--- src/rtl/qpll_reset_sequencer.sv ---
// qpll_reset_sequencer
// Multi-QPLL reset sequencer. It waits out the post-configuration settling
// time, then runs one FSM per QPLL. Each FSM pulses that QPLL's reset, waits
// for a stable lock, and re-resets on lock loss, on lock timeout (bounded
// retries) or on a channel request.
//
// Ports
//   STABLE_CLOCK    in   1         free-running board clock
//   SOFT_RESET_N    in   1         synchronous active-low reset
//   QPLL_LOCK       in   NUM_QPLL  QPLL lock (asynchronous, synchronized here)
//   CHAN_RESET_REQ  in   NUM_QPLL  per-QPLL re-reset request, 1-cycle pulse
//   COMMON_RESET    out  NUM_QPLL  per-QPLL reset
//   PLL_READY       out  NUM_QPLL  QPLL locked and stable
//   ALL_READY       out  1         registered AND of PLL_READY
//   FAIL            out  NUM_QPLL  retry budget exhausted
//
// state      | meaning
// -----------+------------------------------------------------------------
// INIT       | outputs low, waiting for startup_done
// ASSERT     | COMMON_RESET high, pulse down-counter running
// WAIT_LOCK  | waiting for a run of synced lock, timeout down-counter running
// READY      | PLL_READY high, watching for lock loss
// FAILED     | FAIL high, held until soft reset or channel request
module qpll_reset_sequencer #(
    parameter int STABLE_CLOCK_PERIOD = 8,
    parameter int NUM_QPLL            = 2,
    parameter int STARTUP_DELAY_NS    = 500,
    parameter int RESET_PULSE_CYCLES  = 4,
    parameter int LOCK_STABLE_CYCLES  = 16,
    parameter int LOCK_TIMEOUT_CYCLES = 1000,
    parameter int MAX_RETRIES         = 3
) (
    input  logic                STABLE_CLOCK,
    input  logic                SOFT_RESET_N,
    input  logic [NUM_QPLL-1:0] QPLL_LOCK,
    input  logic [NUM_QPLL-1:0] CHAN_RESET_REQ,
    output logic [NUM_QPLL-1:0] COMMON_RESET,
    output logic [NUM_QPLL-1:0] PLL_READY,
    output logic                ALL_READY,
    output logic [NUM_QPLL-1:0] FAIL
);

    localparam int WAIT_MAX  = STARTUP_DELAY_NS / STABLE_CLOCK_PERIOD + 10;
    localparam int STARTUP_W = $clog2(WAIT_MAX + 1);
    localparam int PULSE_W   = $clog2(RESET_PULSE_CYCLES + 1);
    localparam int STABLE_W  = $clog2(LOCK_STABLE_CYCLES + 1);
    localparam int TMO_W     = $clog2(LOCK_TIMEOUT_CYCLES + 1);
    localparam int RETRY_W   = (MAX_RETRIES > 0) ? $clog2(MAX_RETRIES + 1) : 1;

    typedef enum logic [2:0] {
        ST_INIT      = 3'd0,
        ST_ASSERT    = 3'd1,
        ST_WAIT_LOCK = 3'd2,
        ST_READY     = 3'd3,
        ST_FAILED    = 3'd4
    } state_t;

    // The startup wait is measured from configuration, so these two flops
    // take their value from the bitstream and ignore SOFT_RESET_N.
    logic [STARTUP_W-1:0] startup_cnt  = '0;
    logic                 startup_done = 1'b0;

    always_ff @(posedge STABLE_CLOCK) begin
        if (startup_cnt != STARTUP_W'(WAIT_MAX)) begin
            startup_cnt <= startup_cnt + 1'b1;
        end
        startup_done <= (startup_cnt == STARTUP_W'(WAIT_MAX));
    end

    // Plain 2-flop synchronizer; it keeps sampling through soft reset.
    logic [NUM_QPLL-1:0] lock_meta;
    logic [NUM_QPLL-1:0] lock_sync;

    always_ff @(posedge STABLE_CLOCK) begin
        lock_meta <= QPLL_LOCK;
        lock_sync <= lock_meta;
    end

    genvar g;
    generate
        for (g = 0; g < NUM_QPLL; g++) begin : g_qpll
            state_t              state_q = ST_INIT;
            state_t              state_d;
            logic [PULSE_W-1:0]  pulse_q, pulse_d;
            logic [TMO_W-1:0]    tmo_q, tmo_d;
            logic [STABLE_W-1:0] stable_q, stable_d;
            logic [RETRY_W-1:0]  retry_q, retry_d;
            logic                req_ok;

            always_ff @(posedge STABLE_CLOCK) begin
                if (!SOFT_RESET_N) begin
                    state_q  <= ST_INIT;
                    pulse_q  <= '0;
                    tmo_q    <= '0;
                    stable_q <= '0;
                    retry_q  <= '0;
                end else begin
                    state_q  <= state_d;
                    pulse_q  <= pulse_d;
                    tmo_q    <= tmo_d;
                    stable_q <= stable_d;
                    retry_q  <= retry_d;
                end
            end

            always_comb begin
                state_d  = state_q;
                pulse_d  = pulse_q;
                tmo_d    = tmo_q;
                stable_d = stable_q;
                retry_d  = retry_q;
                req_ok   = (state_q == ST_ASSERT) || (state_q == ST_WAIT_LOCK) ||
                           (state_q == ST_READY)  || (state_q == ST_FAILED);

                case (state_q)
                    ST_INIT: begin
                        if (startup_done) begin
                            state_d = ST_ASSERT;
                            pulse_d = PULSE_W'(RESET_PULSE_CYCLES - 1);
                            retry_d = '0;
                        end
                    end
                    ST_ASSERT: begin
                        if (pulse_q == '0) begin
                            state_d  = ST_WAIT_LOCK;
                            tmo_d    = TMO_W'(LOCK_TIMEOUT_CYCLES - 1);
                            stable_d = '0;
                        end else begin
                            pulse_d = pulse_q - 1'b1;
                        end
                    end
                    ST_WAIT_LOCK: begin
                        stable_d = lock_sync[g] ? stable_q + 1'b1 : '0;
                        // Lock run completing wins over a timeout on the same edge.
                        if (lock_sync[g] && stable_q == STABLE_W'(LOCK_STABLE_CYCLES - 1)) begin
                            state_d = ST_READY;
                        end else if (tmo_q == '0) begin
                            if (retry_q < RETRY_W'(MAX_RETRIES)) begin
                                retry_d = retry_q + 1'b1;
                                state_d = ST_ASSERT;
                                pulse_d = PULSE_W'(RESET_PULSE_CYCLES - 1);
                            end else begin
                                state_d = ST_FAILED;
                            end
                        end else begin
                            tmo_d = tmo_q - 1'b1;
                        end
                    end
                    ST_READY: begin
                        if (!lock_sync[g]) begin
                            state_d = ST_ASSERT;
                            pulse_d = PULSE_W'(RESET_PULSE_CYCLES - 1);
                            retry_d = '0;
                        end
                    end
                    ST_FAILED: begin
                        state_d = ST_FAILED;
                    end
                    default: begin
                        state_d = ST_INIT;
                    end
                endcase

                // A channel request overrides whatever the FSM decided above,
                // and reloading the pulse counter stretches an active pulse.
                if (CHAN_RESET_REQ[g] && req_ok) begin
                    state_d = ST_ASSERT;
                    pulse_d = PULSE_W'(RESET_PULSE_CYCLES - 1);
                    retry_d = '0;
                end
            end

            assign COMMON_RESET[g] = (state_q == ST_ASSERT);
            assign PLL_READY[g]    = (state_q == ST_READY);
            assign FAIL[g]         = (state_q == ST_FAILED);
        end
    endgenerate

    logic all_ready_q = 1'b0;

    always_ff @(posedge STABLE_CLOCK) begin
        if (!SOFT_RESET_N) begin
            all_ready_q <= 1'b0;
        end else begin
            all_ready_q <= &PLL_READY;
        end
    end

    assign ALL_READY = all_ready_q;

endmodule

--- config.mk ---
export PLATFORM = sky130hd
export DESIGN_NAME = qpll_reset_sequencer
export DESIGN_NICKNAME = d
export VERILOG_FILES = /design/src/rtl/qpll_reset_sequencer.sv
export SDC_FILE = /design/constraint.sdc
export NUM_CORES = 1
export LEC_CHECK = 0
export ABC_AREA = 1
export ABC_CLOCK_PERIOD_IN_PS = 1470
export BUFFER_PORTS_ARGS = -buffer_cell sky130_fd_sc_hd__buf_2
export CAP_MARGIN = 20
export CORE_UTILIZATION = 30
export CTS_CLUSTER_SIZE = 28
export DETAILED_ROUTE_END_ITERATION = 12
export SYNTH_ARGS = -nofsm -noshare
export SYNTH_HDL_FRONTEND = slang
export SYNTH_SLANG_ARGS = --single-unit
--- constraint.sdc ---
create_clock -name STABLE_CLOCK -period 1.47 [get_ports STABLE_CLOCK]
set_input_delay 0.147 -clock STABLE_CLOCK [delete_from_list [all_inputs] [get_ports STABLE_CLOCK]]
set_output_delay 0.147 -clock STABLE_CLOCK [all_outputs]
set_load 0.005 [all_outputs]
Yosys cells after proc, flatten, opt, wreduce, memory -nomap -nowiden:

Cells that the tools add are included.

* register bits after elaboration: 59
* input port bits: 6
* output and inout bits: 7
* logic and storage cells: 173

* $add $sub $neg: 9
* magnitude comparators: 2
* equal/unequal tests: 46
* muxes and demuxes: 55
* bitwise logic cells: 1
* reductions and logical operators: 41

Operators with widths (number)
* 3-bit 2-to-1 mux: 22
* 10-bit 2-to-1 mux: 6
* 10-bit case mux with 2 select lines: 2
* 3-bit case mux with 5 select lines: 2
* 7-bit AND reduction: 4
* 3-bit by 1-bit inequality test with 1-bit output (second input constant): 8
* 3-bit case mux with 4 select lines: 2
* 4-bit AND reduction: 6
* 2-bit 2-to-1 mux: 11
* 10-bit logical NOT: 2
* 5-bit 2-to-1 mux: 4
* 2-bit inequality test (second input constant): 10
* 5-bit case mux with 2 select lines: 2
* 10-bit by 1-bit subtractor with 10-bit output (second input constant): 2
* 3-bit by 2-bit inequality test with 1-bit output (second input constant): 6
* 3-bit by 2-bit equality test with 1-bit output (second input constant): 4
* 3-bit logical NOT: 4
* 2-bit by 1-bit inequality test with 1-bit output (second input constant): 6
* 2-bit case mux with 3 select lines: 2
* 6-bit AND reduction: 2
* 5-bit by 1-bit adder with 5-bit output (second input constant): 2
* 5-bit by 4-bit equality test with 1-bit output (second input constant): 2
* 5-bit nonzero test: 2
* 4-bit by 1-bit inequality test with 1-bit output (second input constant): 2
* 18 further kinds: 39

Longest topological paths before layout:

Gate-level depths: netlist of run 1.

* word-level depth: 7
* gate-level depth with buffers: 12
* depth with buffers taken out: 12

Worst setup path after synthesis of run 1:

No wires, ideal clock.

* path kind: flip-flop to flip-flop
* start: reg g_qpll[0].stable_q[0]
* end: reg g_qpll[0].tmo_q[3]
* library setup time: 0.121 ns
* arrival: 1.468 ns
* required time: 1.349 ns
* setup slack: -0.118 ns
* stages on the path, launching flop included: 12
* path buffers: 1
* period minus slack after synthesis: 1.588 ns
* path through: dfxtp_1 > ha_1 > nand2_1 > nor2_1 > ha_1 > nand2_1 > inv_1 > o21ai_2 > nand2_2 > buf_6 > nor3_1 > nor3_2

* longest elaborated chain between the ends: 4

Ends and longest elaborated chain
* start, declared: RTL line 86 `logic [STABLE_W-1:0] stable_q, stable_d;`
* start signal, assigned: RTL line 101 `stable_q <= stable_d;`
* 5-bit by 4-bit equality test with 1-bit output: RTL line 135 `if (lock_sync[g] && stable_q == STABLE_W'(LOCK_STABLE_CYCLES - 1)) begin`
* 1-bit logical AND: RTL line 135
* 2-bit inequality test (no source line)
* 4-bit AND reduction (no source line)
* end signal, assigned: RTL line 100 `tmo_q <= tmo_d;`
* end, declared: RTL line 85 `logic [TMO_W-1:0] tmo_q, tmo_d;`

Every way passes these cells.
A chain may end at the register's enable or synchronous reset.

Final worst setup path of run 1:

* start: reg g_qpll[0].stable_q[1]
* end: reg g_qpll[0].pulse_q[1]

* longest elaborated chain between the ends: 4

Ends and longest elaborated chain
* 5-bit by 4-bit equality test with 1-bit output: RTL line 135
* 1-bit logical AND: RTL line 135
* 3-bit by 2-bit inequality test with 1-bit output (no source line)
* 7-bit AND reduction (no source line)
* end signal, assigned: RTL line 99 `pulse_q <= pulse_d;`
* end, declared: RTL line 84 `logic [PULSE_W-1:0] pulse_q, pulse_d;`

Every way passes these cells.

==> summary.md, run 1 <==
| Metric | Value |
|---|---|
| Worst-path cell chain | ha_4 > nand2_2 > nor2_1 > ha_2 > nand2_4 > nor2_2 > nor2_4 > nand3_2 > nand2_1 > nor2_1 > nor2_1 |
| Setup_tns | -1050 ps |
| Proportion of synthesized area in mux cells | 0 |
| XOR/XNOR Fraction of Synth Area | 0.0424 |
| Synth area leader | dfxtp_1 |
| Worst-path fanout max | 5 |
| Critical path class | reg2reg |
| Die X | 107 um |
| Nets@finish | 534 |
| Outcome | finished, violations left |
| Top-count cell post-synth | nand2_1 |
| Share of layout cells above drive strength 1 | 0.317 |
| Clock sink count | 59 |
| WL per Instance | 12.1 um |
| Placed Cells | 627 |
| Worst slew margin | 0.786 |
| Antenna violations before repair | 0 |
| PnR worst setup slack | -75.7 ps |
| Routed Wire Length | 7930 um |
| DIE AREA | 11500 sq um |
| Detailed placement HPWL | 5520 um |
| Worst clock skew | 8.60 ps |
| Max Cap Viol | 0 |
| Worst min path class | in2reg |
| Final Non-Filler Cells | 653 |
| Adder-Cell Fraction of Synth Area | 0.0605 |
| Failing checks | negative setup slack |
| Core Util, Final | 0.417 |
| Max VDD drop | 0.520 mV |
| Pwr/cell area | 1510 nW/um^2 |
| Final setup viols | 22 |
| Area of the multi-input gates | 2070 sq um |
| Post-route clock period utilization | 1.05 |
| Fillers | 1059 |
| Reg area | 1260 sq um |
| Placer Congestion | 0.850 |
| CP Buf/Inv Count | 0 |
| Port bufs | 12 |
| Prevailing post-synth register cell | dfxtp_1 |
| First-pass GRT wire length | 13000 um |
| CP Launch Type | flop |
| Die Ht | 107 um |
| Total power | 6.63 mW |
| Worst endpoint required time | 1700 ps |
| Number of global-route vias before repair | 2915 |
| Setup crit end kind | flop |
| Mapped cell area | 3310 sq um |
| Compound-Gate Fraction of Synth Area | 0.121 |
| Max-slew violation count | 0 |
| FMAX | 647 MHz |
| Core area | 10500 sq um |
| Crit-path max cell delay | 350 ps |
| Min Clock Period, post-route | 1550 ps |
| Top Family by Delay on Critical Path | simple AND/OR/NAND/NOR gates |
| Yosys top cell area share | 0.315 |
| Layout area overhead | 32.5% |
| Seq cells post-synth | 59 |
| Top-level I/O count | 13 |
| Commonest cells in the netlist | 83 x nand2_1, 52 x dfxtp_1, 52 x inv_1, 49 x nand3_1, 48 x nor2_1 |
| Largest net degree at the start of global routing | 19 |
| Worst-Skew Late Latency | 340 ps |
| Largest family of logic cells by synthesized area | simple AND/OR/NAND/NOR gates |
| GRT Total Usage | 0.142 |
| Sequential area share after synthesis | 0.378 |
| Via density | 4.75 |
| Slowest-stage cell, CP | dfxtp_2 |
| Slew @ Worst Pin | 319 ps |
| Count of different cell masters after synthesis | 35 |
| CTS tree | done |
| Ys async rst share | 0 |
| Initial core utilization | 0.315 |
| Drt initial violations | 71 |
| Residual DRC | 0 |
| Top cells by area, synth | dfxtp_1 31%, nand2_1 9.4%, nand3_1 7.4%, a21oi_1 6.4%, edfxtp_1 6.4% |
| Syn. warnings | 0 |
| Via count | 3105 |
| RSZ-0062 raised after global routing | yes |
| Syn nets | 475 |
| Final antenna-violating net count | 0 |
| CTS Buf Count | 9 |
| Synth Area per Inst | 7.30 sq um |
| Min Hold Slack | 216 ps |
| Leak pwr | 1.95 nW |
| Clock Path Buffers | 2 |
| H-tree depth | 3 |
| Clock transition at path regs | 70 ps |
| EDFF count, synth | 7 |
| Critical path arrival | 1780 ps |
| Post-synthesis cell count | 453 |
| Total grt overflow | 0 |
| Clk root buf | clkbuf_8 |
| Fin. Hold Viols | 0 |
| Most used cell, CP | nor2_1 |
| Row Count | 37 |
| Synth Area in Simple Gates | 0.308 |
| Drt pass-1 iters | 4 |
| Antenna Cells | 0 |
-- per-stage QoR --
stage / setup slack (ps) / cell area, sq um
after floorplan: -23.7 / 3350
after global placement: -93.5 / 3800
after detailed placement: -128 / 3800
after CTS: -84.7 / 4160
after global routing: -202 / 4380
final: -75.7 / 4380
-- power by group --
group,total [mW],switching [mW],internal [mW]
clock network,1.62,0.666,0.950
registers,2.08,0.217,1.86
logic,2.93,1.74,1.19
-- worst paths after layout --
kind                                                          from                                 to  slack (ps)  depth (start not counted)
worst min-delay path                             CHAN_RESET_REQ[1]  g_qpll[1].pulse_q[0]$_SDFFE_PN0P_         220                          5
worst max-delay path            g_qpll[0].stable_q[1]$_SDFFE_PN0P_  g_qpll[0].pulse_q[1]$_SDFFE_PN0P_         -80                         11
worst max register to register  g_qpll[0].stable_q[1]$_SDFFE_PN0P_  g_qpll[0].pulse_q[1]$_SDFFE_PN0P_         -80                         11
worst min register to register                lock_meta[1]$_DFF_P_               lock_sync[1]$_DFF_P_         330                          0
-- placed cells by master (no fill, tap or decap), types with 5 or more instances in the layout --
| master | Yosys | layout |
|---|---|---|
| nor3_2 | 2 | 5 |
| nor2_2 | 3 | 6 |
| nand2_2 | 4 | 9 |
| ha_1 | 16 | 12 |
| clkbuf_8 | 0 | 9 |
| o21ai_0 | 13 | 9 |
| nand2_1 | 83 | 73 |
| buf_4 | 3 | 37 |
| inv_2 | 10 | 12 |
| dfxtp_2 | 0 | 9 |
| nand3_1 | 49 | 35 |
| a21oi_1 | 42 | 32 |
| xor2_1 | 12 | 12 |
| nor2_1 | 48 | 42 |
| nor2_4 | 2 | 5 |
| a21oi_2 | 1 | 11 |
| nand3_2 | 4 | 15 |
| buf_2 | 1 | 12 |
| edfxtp_1 | 7 | 7 |
| dfxtp_1 | 52 | 43 |
| inv_1 | 52 | 50 |
| o21ai_1 | 10 | 12 |
| nand2_4 | 2 | 7 |
| nand4_1 | 6 | 6 |
-- kinds of logic (layout without fill, tap and decap cells) --
| kind of cell | count (synthesis) | in the layout |
|---|---|---|
| XOR/XNOR | 16 | 16 |
| adder cells (fa/ha/maj) | 16 | 16 |
| AND/OR/NAND/NOR | 215 | 216 |
| buffers and inverters | 72 | 135 |
| AO/OA/AOI/OAI | 75 | 75 |
| flip-flops | 59 | 59 |
-- tightest hold or removal path, stage by stage --
cell     delay (ps)
buf_2           120
nor2_1          110
nand2_1          60
nand2_1          50
a31oi_1          30
-- area by class of cell --
cell class                 instances  share of cell area
multi-input combinational        323               0.471
sequential                        59               0.288
timing repair buffer              57               0.101
inverter                          62              0.0531
tap                              136              0.0388
clock buffer                      11              0.0300
clock inverter                     5              0.0177
-- sequential cells by signal (all words and copies together) (netlist names) --
name and count:
ALL_READY 1, g_qpll.pulse_q 6, g_qpll.retry_q 4, g_qpll.stable_q 10, g_qpll.state_q 6, g_qpll.tmo_q 20, lock_meta 2, lock_sync 2
startup_cnt 7, startup_done 1
-- repair_timing --
action / CTS / global route
setup endpoints to repair: 36 / 44
gates cloned: 1 / 1
gates resized for setup: 25 / 46
pin swaps: 13 / 22
hold endpoints to repair: 2 / 0
hold buffers: 2 / 0
buffers inserted: 1 / 7
-- layer usage --
layer,global-route usage,vias to the layer above,part of all wire,routed length [um]
met4,0.0431,0,0.017,133
met3,0.0359,11,0.029,227
met5,0,-,0,0
met2,0.255,44,0.50,3930
met1,0.166,1451,0.46,3640
li1,-,1599,-,-
No activity file was read; power rests on OpenSTA's default activity.
==> run 2, diff against run 1 <==
- PLACE_DENSITY: not set -> 0.47
==> run 2 against run 1 <==
  * The flow still finishes with violations (negative setup slack)
  * Largest cell class unchanged
  * Die area unchanged
  * Cell count grew 2.0%
  * Highest routed layer unchanged
  * Final area increased by 4.9%
==> summary.md, run 2 (synthesized netlist as in run 1, its figures left out) <==
| Metric | Value |
|---|---|
| Setup crit end kind | flop |
| Share of layout cells above drive strength 1 | 0.379 |
| Die X | 107 um |
| Worst-path cell chain | ha_4 > nand2_4 > nor2_4 > ha_4 > nand2_4 > buf_6 > nand3_4 > buf_6 > o22ai_2 > nor2_1 |
| Worst-path fanout max | 5 |
| Max Cap Viol | 0 |
| Post-route clock period utilization | 1.07 |
| Slowest-stage cell, CP | dfxtp_2 |
| GRT Total Usage | 0.150 |
| Critical path arrival | 1810 ps |
| Clock sink count | 59 |
| Commonest cells after routing, fill and taps aside | 69 x nand2_1, 49 x inv_1, 49 x buf_4 |
| Antenna Cells | 0 |
| Via count | 3073 |
| Nets@finish | 547 |
| CP Launch Type | flop |
| Pwr/cell area | 1460 nW/um^2 |
| Fin. Hold Viols | 0 |
| Worst min path class | in2reg |
| Port bufs | 12 |
| Top-level I/O count | 13 |
| RSZ-0062 raised after global routing | yes |
| Worst endpoint required time | 1700 ps |
| Failing checks | negative setup slack |
| Clk root buf | clkbuf_8 |
| CTS Buf Count | 9 |
| Clock transition at path regs | 70 ps |
| Commonest non-fill, non-tap cell in the layout | nand2_1 |
| Slew @ Worst Pin | 516 ps |
| H-tree depth | 3 |
| PnR worst setup slack | -105 ps |
| Residual DRC | 0 |
| CTS tree | done |
| Routed Wire Length | 8000 um |
| Final Non-Filler Cells | 666 |
| Max-slew violation count | 0 |
| Final antenna-violating net count | 0 |
| Top Family by Delay on Critical Path | simple AND/OR/NAND/NOR gates |
| Critical path class | reg2reg |
| Clock Path Buffers | 2 |
| Placer Congestion | 0.786 |
| Largest net degree at the start of global routing | 11 |
| Placed Cells | 633 |
| Hold depth | 3 |
| FMAX | 635 MHz |
| Core Util, Final | 0.438 |
| Antenna violations before repair | 0 |
| First-pass GRT wire length | 13500 um |
| Initial core utilization | 0.315 |
| Drt initial violations | 91 |
| CP Buf/Inv Count | 2 |
| Crit path depth | 10 |
| Layout area overhead | 39.0% |
| DIE AREA | 11500 sq um |
| Via density | 4.61 |
| Crit-path max cell delay | 340 ps |
| Top Registers | g_qpll.tmo_q (20), g_qpll.stable_q (10), startup_cnt (7) |
| Drt pass-1 iters | 4 |
| Die Ht | 107 um |
| Final setup viols | 27 |
| Max reg flops | 20 |
| Worst clock skew | 7.12 ps |
| Outcome | finished, violations left |
| Min Clock Period, post-route | 1570 ps |
| WL per Instance | 12.0 um |
| Worst reg2reg path depth | 10 |
| Max VDD drop | 0.755 mV |
| Core area | 10500 sq um |
| Row Count | 37 |
| Number of global-route vias before repair | 2966 |
| Biggest register | g_qpll.tmo_q |
| Leak pwr | 2.04 nW |
| Internal reg-to-reg setup slack | -100 ps |
| Worst slew margin | 0.654 |
| Worst-Skew Late Latency | 350 ps |
| Total grt overflow | 0 |
| Detailed placement HPWL | 5510 um |
-- run 2: cell types whose count changed in the layout (fill, tap and decap cells not counted), sizes merged --
cell | previous run | this run
buf | 55 | 68
bufinv | 2 | 1
clkinv | 2 | 3
-- run 2: worst reg2reg max path: cells and delay by family, from the launching register on --
family | cells | cell delay, ps
AOI/OAI and AO/OA | 1 | 130
DFF | 1 | 340
adders and majority gates | 2 | 330
and+or+nand+nor | 5 | 380
buffers and inverters | 2 | 300
-- run 2: per-layer routing --
metal	global-route usage	routed length, um	vias up
li1	-	-	1625
met1	0.177	3720	1416
met2	0.256	3960	22
met3	0.0419	206	10
met4	0.0616	116	0
met5	0	0	-
-- run 2: layout make-up --
cell class                 count  area, sq um
fill                        1037         5910
inverter                      62          240
clock buffer                  11          141
timing repair buffer          70          527
sequential                    59         1260
clock inverter                 5         52.6
multi-input combinational    323         2210
tap                          136          170
-- run 2: where the power goes --
group          switching, mW  internal (mW)
sequential             0.205           1.86
combinational           1.84           1.31
clock                  0.660          0.820
-- run 2: stage by stage --
step	setup TNS, ps	worst slack (ps)	power (mW)	hold WS [ps]	cell area, sq um
2_1_floorplan	-50.5	-23.7	4.01	175	3350
3_3_place_gp	-2560	-126	4.72	249	3830
3_5_place_dp	-3040	-161	4.72	251	3830
4_1_cts	-1200	-94.8	6.39	141	4240
5_1_grt	-3810	-161	7.25	155	4600
6_report	-1540	-105	6.70	148	4600
-- run 2: final timing paths --
kind	from	endpoint
hold / removal	SOFT_RESET_N	g_qpll[0].tmo_q[0]$_SDFFE_PN0P_
setup / recovery	g_qpll[1].stable_q[1]$_SDFFE_PN0P_	g_qpll[1].tmo_q[1]$_SDFFE_PN0P_
hold reg to reg	lock_meta[0]$_DFF_P_	lock_sync[0]$_DFF_P_
setup reg to reg	g_qpll[1].stable_q[1]$_SDFFE_PN0P_	g_qpll[1].tmo_q[1]$_SDFFE_PN0P_
-- run 2: repair_timing --
item / 4_1_cts / 5_1_grt
setup endpoints to repair: 37 / 44
hold buffers: 2 / 0
gates cloned: 1 / 1
endpoints found under the hold margin: 2 / 0
resized for setup: 42 / 67
buffers inserted: 2 / 11
pin swaps: 23 / 32
